$ cat config.mk
export PLATFORM = sky130hd
export DESIGN_NAME = cursor_step_controller_flat
export DESIGN_NICKNAME = d
export VERILOG_FILES = /design/src/rtl/cursor_step_controller_if.sv /design/src/rtl/cursor_step_controller.sv /design/src/flat_wrapper.sv
export SDC_FILE = /design/constraint.sdc
export NUM_CORES = 1
export LEC_CHECK = 0
export ABC_AREA = 1
export CORE_ASPECT_RATIO = 0.7
export CORE_UTILIZATION = 50
export CTS_CLUSTER_DIAMETER = 200
export DETAILED_ROUTE_END_ITERATION = 8
export PLACE_DENSITY = 0.72
export SYNTH_ARGS = -nofsm -noshare
export SYNTH_HDL_FRONTEND = slang
export SYNTH_SLANG_ARGS = --single-unit
$ cat constraint.sdc
create_clock -name clk -period 3.2 [get_ports clk]
set_input_delay 0.8 -clock clk [delete_from_list [all_inputs] [get_ports clk]]
set_output_delay 0.8 -clock clk [all_outputs]
set_load 0.02 [all_outputs]
$ cat src/rtl/cursor_step_controller_if.sv
// Cursor step controller bus: direction/step/jump inputs and cursor position outputs.
interface cursor_step_controller_if;
    logic [3:0] dir;
    logic       step_btn;
    logic       jump_req;
    logic [3:0] jump_row;
    logic [3:0] jump_col;
    logic [3:0] row;
    logic [3:0] col;
    logic [6:0] cell_idx;
    logic       moved;
    logic       wrapped;
    logic       busy;

    modport master (
        output dir, step_btn, jump_req, jump_row, jump_col,
        input  row, col, cell_idx, moved, wrapped, busy
    );

    modport slave (
        input  dir, step_btn, jump_req, jump_row, jump_col,
        output row, col, cell_idx, moved, wrapped, busy
    );
endinterface

$ cat src/rtl/cursor_step_controller.sv
// Sudoku cursor sequencer: step button with auto-repeat, wrap-around, direct jumps.
// Optional fixed-cell skip search enabled by macro CURSOR_SKIP_FIXED_EN.
//
// state  | meaning
// IDLE   | waiting for a step_btn rising edge
// HOLD   | first step issued, counting DELAY_CYCLES before auto-repeat
// REPEAT | auto-repeat, one step every RATE_CYCLES while held
module cursor_step_controller #(
    parameter int GRID_SIZE    = 9,
    parameter int DELAY_CYCLES = 25000000,
    parameter int RATE_CYCLES  = 5000000
) (
    input  logic clk,
    input  logic rst,
`ifdef CURSOR_SKIP_FIXED_EN
    input  logic [GRID_SIZE*GRID_SIZE-1:0] fixed_mask,
`endif
    cursor_step_controller_if.slave bus
);
    localparam int         MAXC = (DELAY_CYCLES > RATE_CYCLES) ? DELAY_CYCLES : RATE_CYCLES;
    localparam int         CW   = $clog2(MAXC + 1);
    localparam logic [CW-1:0] DLY_LOAD  = CW'(DELAY_CYCLES - 1);
    localparam logic [CW-1:0] RATE_LOAD = CW'(RATE_CYCLES - 1);
    localparam logic [3:0] GMAX = 4'(GRID_SIZE - 1);

    typedef enum logic [1:0] {IDLE, HOLD, REPEAT} state_t;

    state_t        state, state_nxt;
    logic [CW-1:0] cnt, cnt_nxt;
    logic          btn_prev;
    logic          issue;
    logic [3:0]    row_q, col_q, row_n, col_n;
    logic [6:0]    cell_q, cell_n;
    logic          moved_q, moved_n, wrapped_q, wrapped_n;
    logic [3:0]    row_s, col_s;
    logic          wx, wy, moving, jump_ok;

    function automatic logic [4:0] step_axis(input logic en, input logic up, input logic [3:0] p);
        if (!en) return {1'b0, p};
        if (up)  return (p == GMAX) ? 5'b10000 : {1'b0, p + 4'd1};
        return (p == 4'd0) ? {1'b1, GMAX} : {1'b0, p - 4'd1};
    endfunction

    function automatic logic [6:0] cell_of(input logic [3:0] r, input logic [3:0] c);
        return 7'(r) * 7'(GRID_SIZE) + 7'(c);
    endfunction

    always_ff @(posedge clk) begin
        if (rst) begin
            state    <= IDLE;
            cnt      <= '0;
            btn_prev <= 1'b1;
        end else begin
            state    <= state_nxt;
            cnt      <= cnt_nxt;
            btn_prev <= bus.step_btn;
        end
    end

    always_comb begin
        state_nxt = state;
        cnt_nxt   = cnt;
        issue     = 1'b0;
        case (state)
            IDLE: begin
                if (bus.step_btn && !btn_prev) begin
                    issue     = 1'b1;
                    cnt_nxt   = DLY_LOAD;
                    state_nxt = HOLD;
                end
            end
            HOLD, REPEAT: begin
                if (!bus.step_btn) begin
                    state_nxt = IDLE;
                end else if (cnt == '0) begin
                    issue     = 1'b1;
                    cnt_nxt   = RATE_LOAD;
                    state_nxt = REPEAT;
                end else begin
                    cnt_nxt = cnt - CW'(1);
                end
            end
            default: state_nxt = IDLE;
        endcase
    end

    assign {wx, col_s} = step_axis(bus.dir[0], bus.dir[1], col_q);
    assign {wy, row_s} = step_axis(bus.dir[2], bus.dir[3], row_q);
    assign moving  = bus.dir[0] | bus.dir[2];
    assign jump_ok = bus.jump_req && (bus.jump_row <= GMAX) && (bus.jump_col <= GMAX);

`ifdef CURSOR_SKIP_FIXED_EN
    localparam logic [3:0] SRCH_LAST = 4'(GRID_SIZE - 1);
    logic       srch_q, srch_n, srch_wrap_q, srch_wrap_n;
    logic [3:0] srch_row_q, srch_row_n, srch_col_q, srch_col_n;
    logic [3:0] srch_dir_q, srch_dir_n, srch_cnt_q, srch_cnt_n, srch_cnt_inc;
    logic [3:0] srow_s, scol_s;
    logic       swx, swy;

    assign {swx, scol_s} = step_axis(srch_dir_q[0], srch_dir_q[1], srch_col_q);
    assign {swy, srow_s} = step_axis(srch_dir_q[2], srch_dir_q[3], srch_row_q);
    assign srch_cnt_inc  = srch_cnt_q + 4'd1;

    always_ff @(posedge clk) begin
        if (rst) begin
            srch_q      <= 1'b0;
            srch_wrap_q <= 1'b0;
            srch_row_q  <= '0;
            srch_col_q  <= '0;
            srch_dir_q  <= '0;
            srch_cnt_q  <= '0;
        end else begin
            srch_q      <= srch_n;
            srch_wrap_q <= srch_wrap_n;
            srch_row_q  <= srch_row_n;
            srch_col_q  <= srch_col_n;
            srch_dir_q  <= srch_dir_n;
            srch_cnt_q  <= srch_cnt_n;
        end
    end
    assign bus.busy = srch_q;
`else
    assign bus.busy = 1'b0;
`endif

    always_comb begin
        row_n     = row_q;
        col_n     = col_q;
        moved_n   = 1'b0;
        wrapped_n = 1'b0;
`ifdef CURSOR_SKIP_FIXED_EN
        srch_n      = srch_q;
        srch_wrap_n = srch_wrap_q;
        srch_row_n  = srch_row_q;
        srch_col_n  = srch_col_q;
        srch_dir_n  = srch_dir_q;
        srch_cnt_n  = srch_cnt_q;
`endif
        if (jump_ok) begin
            row_n   = bus.jump_row;
            col_n   = bus.jump_col;
            moved_n = 1'b1;
`ifdef CURSOR_SKIP_FIXED_EN
            srch_n  = 1'b0;
        end else if (srch_q) begin
            // The last candidate of a full lap is the starting cell itself: give up.
            if (srch_cnt_inc == SRCH_LAST) begin
                srch_n = 1'b0;
            end else if (!fixed_mask[cell_of(srow_s, scol_s)]) begin
                row_n     = srow_s;
                col_n     = scol_s;
                moved_n   = 1'b1;
                wrapped_n = srch_wrap_q | swx | swy;
                srch_n    = 1'b0;
            end else begin
                srch_row_n  = srow_s;
                srch_col_n  = scol_s;
                srch_cnt_n  = srch_cnt_inc;
                srch_wrap_n = srch_wrap_q | swx | swy;
            end
        end else if (issue && moving) begin
            if (fixed_mask[cell_of(row_s, col_s)]) begin
                srch_n      = 1'b1;
                srch_row_n  = row_s;
                srch_col_n  = col_s;
                srch_dir_n  = bus.dir;
                srch_wrap_n = wx | wy;
                srch_cnt_n  = '0;
            end else begin
                row_n     = row_s;
                col_n     = col_s;
                moved_n   = 1'b1;
                wrapped_n = wx | wy;
            end
        end
`else
        end else if (issue && moving) begin
            row_n     = row_s;
            col_n     = col_s;
            moved_n   = 1'b1;
            wrapped_n = wx | wy;
        end
`endif
    end

    assign cell_n = cell_of(row_n, col_n);

    always_ff @(posedge clk) begin
        if (rst) begin
            row_q     <= '0;
            col_q     <= '0;
            cell_q    <= '0;
            moved_q   <= 1'b0;
            wrapped_q <= 1'b0;
        end else begin
            row_q     <= row_n;
            col_q     <= col_n;
            cell_q    <= cell_n;
            moved_q   <= moved_n;
            wrapped_q <= wrapped_n;
        end
    end

    assign bus.row      = row_q;
    assign bus.col      = col_q;
    assign bus.cell_idx = cell_q;
    assign bus.moved    = moved_q;
    assign bus.wrapped  = wrapped_q;
endmodule

$ cat src/flat_wrapper.sv
// flat-port wrapper written by rule: the top's interface ports become plain ports
module cursor_step_controller_flat 
#(
    parameter int GRID_SIZE    = 9,
    parameter int DELAY_CYCLES = 25000000,
    parameter int RATE_CYCLES  = 5000000
)
  (clk, rst, bus_dir, bus_step_btn, bus_jump_req, bus_jump_row, bus_jump_col, bus_row, bus_col, bus_cell_idx, bus_moved, bus_wrapped, bus_busy);
  cursor_step_controller_if bus_i ();
  input  logic clk;
  input  logic rst;
  input wire logic [$bits(bus_i.dir)-1:0] bus_dir;
  input wire logic [$bits(bus_i.step_btn)-1:0] bus_step_btn;
  input wire logic [$bits(bus_i.jump_req)-1:0] bus_jump_req;
  input wire logic [$bits(bus_i.jump_row)-1:0] bus_jump_row;
  input wire logic [$bits(bus_i.jump_col)-1:0] bus_jump_col;
  output wire logic [$bits(bus_i.row)-1:0] bus_row;
  output wire logic [$bits(bus_i.col)-1:0] bus_col;
  output wire logic [$bits(bus_i.cell_idx)-1:0] bus_cell_idx;
  output wire logic [$bits(bus_i.moved)-1:0] bus_moved;
  output wire logic [$bits(bus_i.wrapped)-1:0] bus_wrapped;
  output wire logic [$bits(bus_i.busy)-1:0] bus_busy;
  assign bus_i.dir = bus_dir;
  assign bus_i.step_btn = bus_step_btn;
  assign bus_i.jump_req = bus_jump_req;
  assign bus_i.jump_row = bus_jump_row;
  assign bus_i.jump_col = bus_jump_col;
  assign bus_row = bus_i.row;
  assign bus_col = bus_i.col;
  assign bus_cell_idx = bus_i.cell_idx;
  assign bus_moved = bus_i.moved;
  assign bus_wrapped = bus_i.wrapped;
  assign bus_busy = bus_i.busy;
  cursor_step_controller #(.GRID_SIZE(GRID_SIZE), .DELAY_CYCLES(DELAY_CYCLES), .RATE_CYCLES(RATE_CYCLES)) u_core (.clk(clk), .rst(rst), .bus(bus_i));
endmodule
== Word level (Yosys, flattened, before mapping) ==
Index checks and enable logic that the tools add are counted.

* RAM bits: 0
* Bits in read-only memories: 0
* Memories kept: 0
* Logic and storage cells: 75
* Bits in latches: 0
* Bits in registers: 45

* Add/subtract/negate cells: 6
* Bitwise logic cells: 3
* Reduce and logical (&&, ||, !) cells: 14
* Multipliers: 1
* Magnitude comparators: 2
* Div/mod/pow operators: 0
* Eq/ne operators: 7
* Muxes and demuxes: 34
* Shifts and indexed selects: 0

{| class="wikitable"
|+ Operators with widths
! kind !! number
|-
| 25-bit 2-to-1 mux || 3
|-
| 5-bit 2-to-1 mux || 12
|-
| 25-bit case mux with 2 select lines || 1
|-
| 25-bit zero test || 1
|-
| 25-bit by 1-bit subtractor with 25-bit output (second input constant) || 1
|-
| 4-bit 2-to-1 mux || 4
|-
| 1-bit 2-to-1 mux || 9
|-
| 4-bit by 1-bit adder with 4-bit output (second input constant) || 2
|-
| 4-bit equality test (second input constant) || 2
|-
| 4-bit <= comparator (second input constant) || 2
|-
| 4-bit zero test || 2
|-
| 4-bit by 1-bit subtractor with 4-bit output (second input constant) || 2
|-
| 7-bit by 4-bit adder with 7-bit output || 1
|-
| 4-bit by 4-bit multiplier with 7-bit output (second input constant) || 1
|-
| 2-bit 2-to-1 mux || 3
|-
| 1-bit logical AND || 4
|-
| 2-bit case mux with 2 select lines || 1
|-
| 3-bit by 2-bit inequality test with 1-bit output (second input constant) || 1
|-
| 3-bit AND reduction || 1
|-
| 3-bit OR reduction || 1
|-
| 2-bit by 1-bit equality test with 1-bit output (second input constant) || 1
|-
| 2-bit equality test (second input constant) || 1
|-
| 2-bit zero test || 1
|-
| 2-bit by 1-bit inequality test with 1-bit output (second input constant) || 1
|-
| 8 further kinds || 9
|}

== Longest topological paths before layout ==
Gate-level depths: netlist of run 1.

* Depth after elaboration: 9
* Mapped depth: 25

== Worst setup path before layout of run 1 ==
Ideal clock, no wire load.

* Kind: input to register
* Start point: input bus_step_btn
* End point: register u_core.cell_q[6] (netlist: u_core.bus.cell_idx[6])
* Path buffers: 0
* Cell stages on the path: 19
* Slack: -0.236 ns
* Setup time: 0.115 ns
* Arrival: 3.321 ns
* Cell sequence: inv_2 nor3_1 inv_1 nand2_2 nand2_4 inv_1 o21ai_0 o21ai_1 inv_1 ha_1 ha_1 ha_1 nand2_1 nand2_1 a31oi_1 o21ai_0 a21o_1 a21oi_1 nor2_1

* Word-level cells in the longest chain between the ends: 8
* Elaborated cells between the ends (all ways): 11
* Classes of those cells: add/sub (1); mul (1); mux (7); reduce/logical (2)

{| class="wikitable"
|+ Ends and longest elaborated chain
! element !! line !! RTL
|-
| start: declaration || flat_wrapper.sv:13 || <nowiki>input wire logic [$bits(bus_i.step_btn)-1:0] bus_step_btn;</nowiki>
|-
| 1-bit logical AND || cursor_step_controller.sv:66 || <nowiki>if (bus.step_btn && !btn_prev) begin</nowiki>
|-
| 1-bit 2-to-1 mux || cursor_step_controller.sv:66 ||
|-
| 1-bit case mux with 2 select lines * || cursor_step_controller.sv:64 || <nowiki>case (state)</nowiki>
|-
| 1-bit logical AND * || cursor_step_controller.sv:177 || <nowiki>end else if (issue && moving) begin</nowiki>
|-
| 4-bit 2-to-1 mux * || cursor_step_controller.sv:177 ||
|-
| 4-bit 2-to-1 mux * || cursor_step_controller.sv:139 || <nowiki>if (jump_ok) begin</nowiki>
|-
| named net u_core.row_n[0] || cursor_step_controller.sv:32 || <nowiki>logic [3:0] row_q, col_q, row_n, col_n;</nowiki>
|-
| 4-bit by 4-bit multiplier with 7-bit output * || cursor_step_controller.sv:45 || <nowiki>return 7'(r) * 7'(GRID_SIZE) + 7'(c);</nowiki>
|-
| 7-bit by 4-bit adder with 7-bit output * || cursor_step_controller.sv:45 ||
|-
| end signal: assignment || cursor_step_controller.sv:198 || <nowiki>cell_q <= cell_n;</nowiki>
|-
| end: declaration || cursor_step_controller.sv:33 || <nowiki>logic [6:0] cell_q, cell_n;</nowiki>
|}

The timed path passes the listed nets; every way through them passes the cells marked *.
A chain may end at the register's enable or synchronous reset.

== Worst setup path in the final report of run 1 ==
* Start point: input bus_jump_col[0]
* End point: register u_core.cell_q[6] (netlist: u_core.bus.cell_idx[6])

* Word-level cells in the longest chain between the ends: 5
* Elaborated cells between the ends (all ways): 6
* Classes of those cells: add/sub (1); mul (1); order compare (1); mux (2); reduce/logical (1)

{| class="wikitable"
|+ Ends and longest elaborated chain
! element !! line !! RTL
|-
| start: declaration || flat_wrapper.sv:16 || <nowiki>input wire logic [$bits(bus_i.jump_col)-1:0] bus_jump_col;</nowiki>
|-
| 4-bit <= comparator || cursor_step_controller.sv:90 || <nowiki>assign jump_ok = bus.jump_req && (bus.jump_row <= GMAX) && (bus.jump_col <= GMAX);</nowiki>
|-
| 1-bit logical AND || cursor_step_controller.sv:90 ||
|-
| 4-bit 2-to-1 mux || cursor_step_controller.sv:139 ||
|-
| named net u_core.row_n[0] || cursor_step_controller.sv:32 ||
|-
| 4-bit by 4-bit multiplier with 7-bit output || cursor_step_controller.sv:45 ||
|-
| 7-bit by 4-bit adder with 7-bit output || cursor_step_controller.sv:45 ||
|}

The timed path passes the listed nets, and every way through them passes these cells.

==> qor.txt, run 1 <==
Reg2Reg Setup Slack - 0.10 ns
Flops & latches, synth - 45
Worst EP required - 3.41 ns
Pleak - 2.02 nW
Num CTS Buffers - 5
Num rows - 23
N_diodes - 0
Layout cell share with drive strength beyond 1 - 0.290
Vias - 3,229
WL final - 8.55 mm
DRC - 0
CTS tree - built
Post-synth top flop - dfxtp_1
Worst path cell trace - dlygate4sd2_1, o31ai_1, nand3_1, or2_4, o21ai_2, inv_2, ha_4, ha_4, ha_4, nand2_2, nand2_1, a31oi_1, o21ai_1, a21o_1, a21oi_2, nor2_1
Crit path top cell by count - ha_4
Crit Path Max Fanout - 3
Dpl ws - -0.529 ns
# hold bufs at CTS - 0
Slowest cell on crit path - o31ai_1
Syn Inst Count - 447
Worst-path clk slew - 0.09 ns
Avg Inst Size Synth - 6.75 um2
Power, Total - 1.72 mW
Initial Util - 0.522
Worst Setup End Kind - flip-flop
Synthesized area - 0.00302 mm2
# port buffers - 32
Core box area - 0.00578 mm2
Post-synth cell types - 42
Post-layout nets - 578
Status - finished clean
Hold Fails Final Rpt - 0
Hold crit path type - reg -> reg
Async SR Flop Fraction - 0
Sequential area share after synthesis - 0.298
Hold EP - u_core.state[1]
GRT Util Overall - 0.271
Routability-driven placement congestion ratio - 0.899
Tmin final - 3.15 ns
Clk_lat worst skew - 0.30 ns
Worst setup margin - 0.0490 ns
Startpoint class of the critical path - primary input
CTS sink cnt - 45
1st-iter DRT viols - 200
Largest net degree at the start of global routing - 28
Critical path arrival - 3.36 ns
Yosys warns - 0
Htree depth - 2
Clock root cell - clkbuf_8
Vias per Instance - 5.23
Antenna Nets Post-Route - 0
Clock skew - 0.00626 ns
Overall die height - 67.0 um
Ports - 34
Unrepaired setup endpoints after global routing - true
Hold Path Cell Cnt - 2
Crit path kind - in -> reg
CTS max path bufs - 2
Max_cap viols - 0
Syn Nets - 483
Vias in the first global route - 2,728
Worst hold start - u_core.state[1]
Synth-to-Final Area Change - 37.3%
Avg WL per Cell - 13.9 um
Detail Placement HPWL - 6.19 mm
Max Fclk - 317 MHz
Power per standard cell area - 414 mW/mm2
Remaining Overflow, GRT - 0
Worst Hold Slack - 0.483 ns
VDD IR max - 0.267 mV
Setup Viol. Count Final - 0
Die Wd - 94.9 um
Final worst-path cycle share - 0.985
Critical Path Max Stage Delay - 0.29 ns
RR Endpoint - u_core.bus.cell_idx[6]
Worst Reg-to-Reg Cells - 23
Drt pass-1 iters - 5
Post-layout util - 0.717
Max-slew violation count - 0
First-pass GRT wire length - 13.1 mm
Number of flops mapped to enable cells by yosys - 0
Initial antenna violation count - 0
FF-to-FF Start - u_core.cnt[0]
Die area - 0.00636 mm2
## cell type report
class,instances,area [um2]
Clock buffer,7,86.3
Fill cell,448,1640
Inverter,71,269
Multi-Input combinational cell,323,1990
Sequential cell,45,908
Tap cell,75,93.8
Timing Repair Buffer,96,802
## through the flow
step	cell area, um2	instances	TNS (ns)
after floorplan	3070	447	0
after global placement	3790	591	-1.81
after detailed placement	3790	591	-2.19
after CTS	4000	610	0
after global routing	4150	617	-0.145
final	4150	617	0
## where the power goes
| group | internal, mW | switching [mW] | total (mW) | leakage [nW] |
|---|---|---|---|---|
| registers | 0.605 | 0.0371 | 0.642 | 0.371 |
| logic | 0.305 | 0.398 | 0.703 | 1.60 |
| clock network | 0.172 | 0.201 | 0.373 | 0.0443 |
| total | 1.08 | 0.636 | 1.72 | 2.02 |
## metal layers
layer	vias up	share of wire	global-route usage
li1	1634	-	-
met1	1494	0.51	0.414
met2	92	0.42	0.393
met3	9	0.064	0.0388
met4	0	0.0092	0.0644
met5	-	0	0
## cell usage in the layout (no fill, tap or decap), types with 8 or more instances in the layout
cell type and instances:
a21oi_1 25, buf_4 62, clkdlybuf4s50_1 20, dfxtp_1 39
dlygate4sd2_1 8, ha_1 11, inv_1 57, inv_2 13
nand2_1 79, nand2_2 15, nand3_1 27, nor2_1 46
nor2_2 11, o21ai_0 24, xor2_1 8
## cell families (layout without fill, tap and decap cells)
group / count (synthesis) / in the layout / share of synthesized area
AOI/OAI and AO/OA: 76 / 76 / 0.143
xor gates and xnor gates: 13 / 13 / 0.0377
adders and majority gates: 20 / 20 / 0.0854
buffers and inverters: 79 / 174 / 0.102
DFF: 45 / 45 / 0.298
other: 1 / 1 / 0.00124
and+or+nand+nor: 213 / 213 / 0.332
## repair_timing
| item | in CTS | in global routing |
|---|---|---|
| buffers inserted | 12 | 7 |
| hold endpoints to repair | 0 | 0 |
| gates cloned | 0 | 0 |
| pin swaps | 11 | 25 |
| gates resized for setup | 29 | 39 |
| setup endpoints to repair | 4 | 4 |
## worst max-delay path: cells and delay by family
family,cells,cell delay (ns)
simple gates,5,0.58
fa+ha+maj,3,0.71
buf+inv,2,0.33
compound gates,6,0.94
## cells in the mapped netlist (5+ instances only)
| cell type | instances | area share |
|---|---|---|
| o21ai_0 | 28 | 0.046 |
| nor3_1 | 7 | 0.012 |
| nor2_2 | 10 | 0.021 |
| nand2_2 | 6 | 0.012 |
| xor2_1 | 8 | 0.023 |
| nand3_1 | 28 | 0.046 |
| dfxtp_1 | 45 | 0.30 |
| or2_2 | 5 | 0.010 |
| nand2_1 | 88 | 0.11 |
| a21oi_1 | 27 | 0.045 |
| nor2_1 | 49 | 0.061 |
| inv_1 | 67 | 0.083 |
| ha_1 | 19 | 0.079 |
| xnor2_1 | 5 | 0.015 |
## worst max path at each step
stage / startpoint / endpoint / slack [ns] / cells past startpoint
after floorplan: bus_step_btn / u_core.bus.cell_idx[6] / 0.02 / 20
after global placement: bus_step_btn / u_core.bus.cell_idx[5] / -0.44 / 19
after detailed placement: bus_step_btn / u_core.bus.cell_idx[6] / -0.53 / 20
after CTS: bus_jump_col[3] / u_core.bus.cell_idx[6] / 0.01 / 18
after global routing: bus_jump_col[0] / u_core.bus.cell_idx[6] / -0.07 / 17
final: bus_jump_col[0] / u_core.bus.cell_idx[6] / 0.05 / 16
## state kept, by name, indices dropped and copies added (netlist names)
signal	count
u_core.bus.row	4
u_core.bus.col	4
u_core.bus.wrapped	1
u_core.btn_prev	1
u_core.bus.moved	1
u_core.state	2
u_core.cnt	25
u_core.bus.cell_idx	7
Power figures use the tool's default switching activity.
==> run 2: changes to the inputs <==
--- a/config.mk
+++ b/config.mk
@@ -7,10 +7,10 @@
 export LEC_CHECK = 0
 export ABC_AREA = 1
 export CORE_ASPECT_RATIO = 0.7
+export CORE_MARGIN = 2
 export CORE_UTILIZATION = 50
-export CTS_CLUSTER_DIAMETER = 200
 export DETAILED_ROUTE_END_ITERATION = 8
-export PLACE_DENSITY = 0.72
+export PLACE_DENSITY = 0.79
 export SYNTH_ARGS = -nofsm -noshare
 export SYNTH_HDL_FRONTEND = slang
 export SYNTH_SLANG_ARGS = --single-unit
==> run 2 against run 1 <==
The run now ends with negative setup slack left; global-route usage is 1.2 points lower; clock-buffer cell count shrank 2; flip-flop and latch count is the same; final cell count shrank 0.65%; sequential share of layout area hardly changed; die area is 5.2% higher; power rose by 2.3%; clock power hardly changed; fmax fell by 1.5%; register-to-register slack got worse by 0.09 ns; first-iteration DRC count rose by 88%.
==> qor.txt, run 2 (synthesis gave the netlist of run 1 again) <==
Status - complete, but fails checks
Failing checks - negative setup slack
Commonest non-fill, non-tap cell in the layout - nand2_1
Startpoint class of the critical path - primary input
Critical Path Max Stage Delay - 0.25 ns (-0.04 ns)
CTS max path bufs - 2 (unchanged)
Storage cell area - 907 um2 (-0.14%)
Largest reg by FF count - u_core.cnt
Buffer and inverter count on the worst path - 15 (+13)
Clock root cell - clkbuf_8
Largest net degree at the start of global routing - 28 (unchanged)
Fin area - 0.00414 mm2 (about the same)
Crit path kind - in -> reg
Multi-input logic area - 0.00202 mm2 (+1.8%)
Sw power - 689 uW (+8.3%)
Slowest cell on crit path - dlygate4sd2_1
Power, Total - 1.76 mW (+2.3%)
Worst path cell trace - dlygate4sd2_1, o31ai_1, nand3_1, buf_6, nor2_2, inv_1, buf_4, buf_4, buf_4, buf_4, buf_4, buf_4, buf_4, buf_4, buf_4, buf_4, buf_4, buf_4, a21oi_1, nor2_1
VDD IR max - 0.332 mV (+24%)
Post-layout nets - 573 (-0.87%)
Hold crit path type - reg -> reg
# hold bufs at CTS - 0 (unchanged)
Placed inst area - 0.00375 mm2 (-1.1%)
Die Wd - 96.9 um (+2.1%)
Setup Viol. Count Final - 1 (+1)
Avg WL per Cell - 16.0 um (+15%)
Clock skew - 0.00903 ns (+0.00277 ns)
Crit Path Max Fanout - 6 (+3)
Pleak - 2.01 nW (-0.63%)
Worst Setup End Kind - flip-flop
Vias - 3,466 (+7.3%)
Unrepaired setup endpoints after global routing - true
Max-slew violation count - 0 (unchanged)
Num rows - 23 (unchanged)
Routability-driven placement congestion ratio - 0.947 (+5.3%)
Initial antenna violation count - 0 (unchanged)
Vias in the first global route - 2,981 (+9.3%)
Filler Cell Count - 426 (-4.9%)
Kind of cell adding the most delay to the critical path - buffers and inverters
FF-to-FF Start - u_core.cnt[20]
Hold EP - u_core.cnt[0]
Ports - 34 (unchanged)
Vias per Instance - 5.65 (+8.0%)
CTS tree - built
Synth-to-Final Area Change - 37.2% (about the same)
Final worst-path cycle share - 1.00 (+0.0154)
Most frequent cells in the layout - nand2_1 (78), inv_1 (57), buf_4 (56)
1st-iter DRT viols - 376 (+88%)
Seq pwr share - 0.368 (-0.006)
Switching share of total power - 0.392 (+0.0217)
Worst setup margin - -0.000260 ns (-0.0493 ns)
CP startpoint - bus_jump_row[1]
Detail Placement HPWL - 6.20 mm (+0.31%)
First-pass GRT wire length - 14.1 mm (+7.2%)
Internal power - 1.07 mW (-1.2%)
Antenna Nets Post-Route - 0 (unchanged)
Hold Path Cell Cnt - 1 (-1)
Worst-path clk slew - 0.09 ns (about the same)
Max Fclk - 312 MHz (-1.5%)
Max_slew headroom - 0.613
Critical path arrival - 3.42 ns (+0.06 ns)
Initial Util - 0.522 (unchanged)
Worst-Margin Slew - 0.580 ns
Max_cap viols - 0 (unchanged)
Worst Reg-to-Reg Cells - 20 (-13%)
GRT Util Overall - 0.259 (-0.0118)
CTS sink cnt - 45 (unchanged)
Crit path top cell by count - buf_4
Power share of the combinational group - 0.422 (+0.013)
Worst EP required - 3.42 ns (about the same)
Core box area - 0.00578 mm2 (unchanged)
Die area - 0.00669 mm2 (+5.2%)
Drt pass-1 iters - 6 (+1)
RR Endpoint - u_core.bus.cell_idx[6]
Clock Power Share - 0.211 (-0.006)
Layout cell share with drive strength beyond 1 - 0.288 (-0.00156)
Htree depth - 2 (unchanged)
Max reg flops - 25 (unchanged)
Reg2Reg Setup Slack - 0.01 ns (-0.09 ns)
Overall die height - 69.0 um (+3.0%)
Clk_lat worst skew - 0.32 ns (+0.02 ns)
Remaining Overflow, GRT - 0 (unchanged)
Tmin final - 3.20 ns (+0.0493 ns)
Worst hold start - u_core.cnt[0]
# port buffers - 32 (unchanged)
WL final - 9.78 mm (+14%)
Num CTS Buffers - 5 (unchanged)
Hold Fails Final Rpt - 0 (unchanged)
N_diodes - 0 (unchanged)
DRC - 0 (unchanged)
Power per standard cell area - 424 mW/mm2 (+2.4%)
## run 2: cell types whose count changed in the layout (fill, tap and decap cells not counted), sizes merged
cell           previous run  this run
buf                      64        59
clkbuf                    9         6
clkdlybuf4s15             0         1
clkinv                    0         2
clkinvlp                  0         1
## run 2: worst reg2reg max path: stages, from the launching register on
cell and delay [ns]:
dfxtp_1 0.36, nor2_1 0.23, nand3_1 0.16, nor2_1 0.15
nand4_1 0.13, nand2_2 0.13, nand2_4 0.08, buf_6 0.14
nor2_4 0.10, inv_2 0.04, nand2_1 0.07, nand3_2 0.09
nand2_1 0.21, ha_4 0.25, ha_1 0.31, a31oi_4 0.22
o21ai_1 0.09, a21o_1 0.17, nand3_1 0.07, nand2_1 0.05
nor2_1 0.10
## run 2: per-layer routing
metal | routed length, um | track usage | vias up
met4 | 397 | 0.100 | 0
met1 | 4280 | 0.375 | 1597
met2 | 4250 | 0.375 | 200
li1 | - | - | 1622
met5 | 0 | 0 | -
met3 | 853 | 0.0578 | 47
## run 2: stage by stage
| step | setup TNS, ns | worst slack (ns) | utilization | hold slack [ns] | instances |
|---|---|---|---|---|---|
| after floorplan | 0 | 0.0168 | - | 0.426 | 447 |
| after global placement | -1.78 | -0.484 | 0.648 | 0.451 | 587 |
| after detailed placement | -2.33 | -0.616 | 0.648 | 0.447 | 587 |
| after CTS | 0 | 0.0290 | 0.687 | 0.460 | 607 |
| after global routing | -0.279 | -0.147 | 0.716 | 0.466 | 613 |
| final | -0.000260 | -0.000260 | 0.716 | 0.444 | 613 |
## run 2: timing repair
| action | CTS | global route |
|---|---|---|
| endpoints found under the hold margin | 0 | 0 |
| buffers inserted | 12 | 7 |
| endpoints found under the setup margin | 4 | 3 |
| gates resized for setup | 30 | 45 |
| pin swaps | 13 | 28 |
## run 2: final cells by class
cell class / count / share of cell area
clock buffers: 5 / 0.0166
clock inverters: 3 / 0.00423
inverters: 71 / 0.0649
multi-input cells: 323 / 0.488
flip-flops and latches: 45 / 0.219
well taps: 75 / 0.0227
repair buffers: 91 / 0.185
## run 2: power groups by stage
stage	combinational [mW]	clock (mW)	sequential (mW)
6_report	0.742	0.370	0.646
3_5_place_dp	0.630	0	0.653
2_1_floorplan	0.385	0	0.674
4_1_cts	0.650	0.367	0.640
3_3_place_gp	0.610	0	0.651
5_1_grt	0.796	0.397	0.650
## run 2: worst max path at each step
stage	to	slack, ns	depth (start not counted)
floorplan	u_core.bus.cell_idx[6]	0.02	20
global placement	u_core.bus.cell_idx[6]	-0.48	20
detailed placement	u_core.bus.cell_idx[6]	-0.62	21
CTS	u_core.bus.cell_idx[6]	0.03	25
global route	u_core.bus.cell_idx[6]	-0.15	24
finish	u_core.bus.cell_idx[6]	-0.0003	20
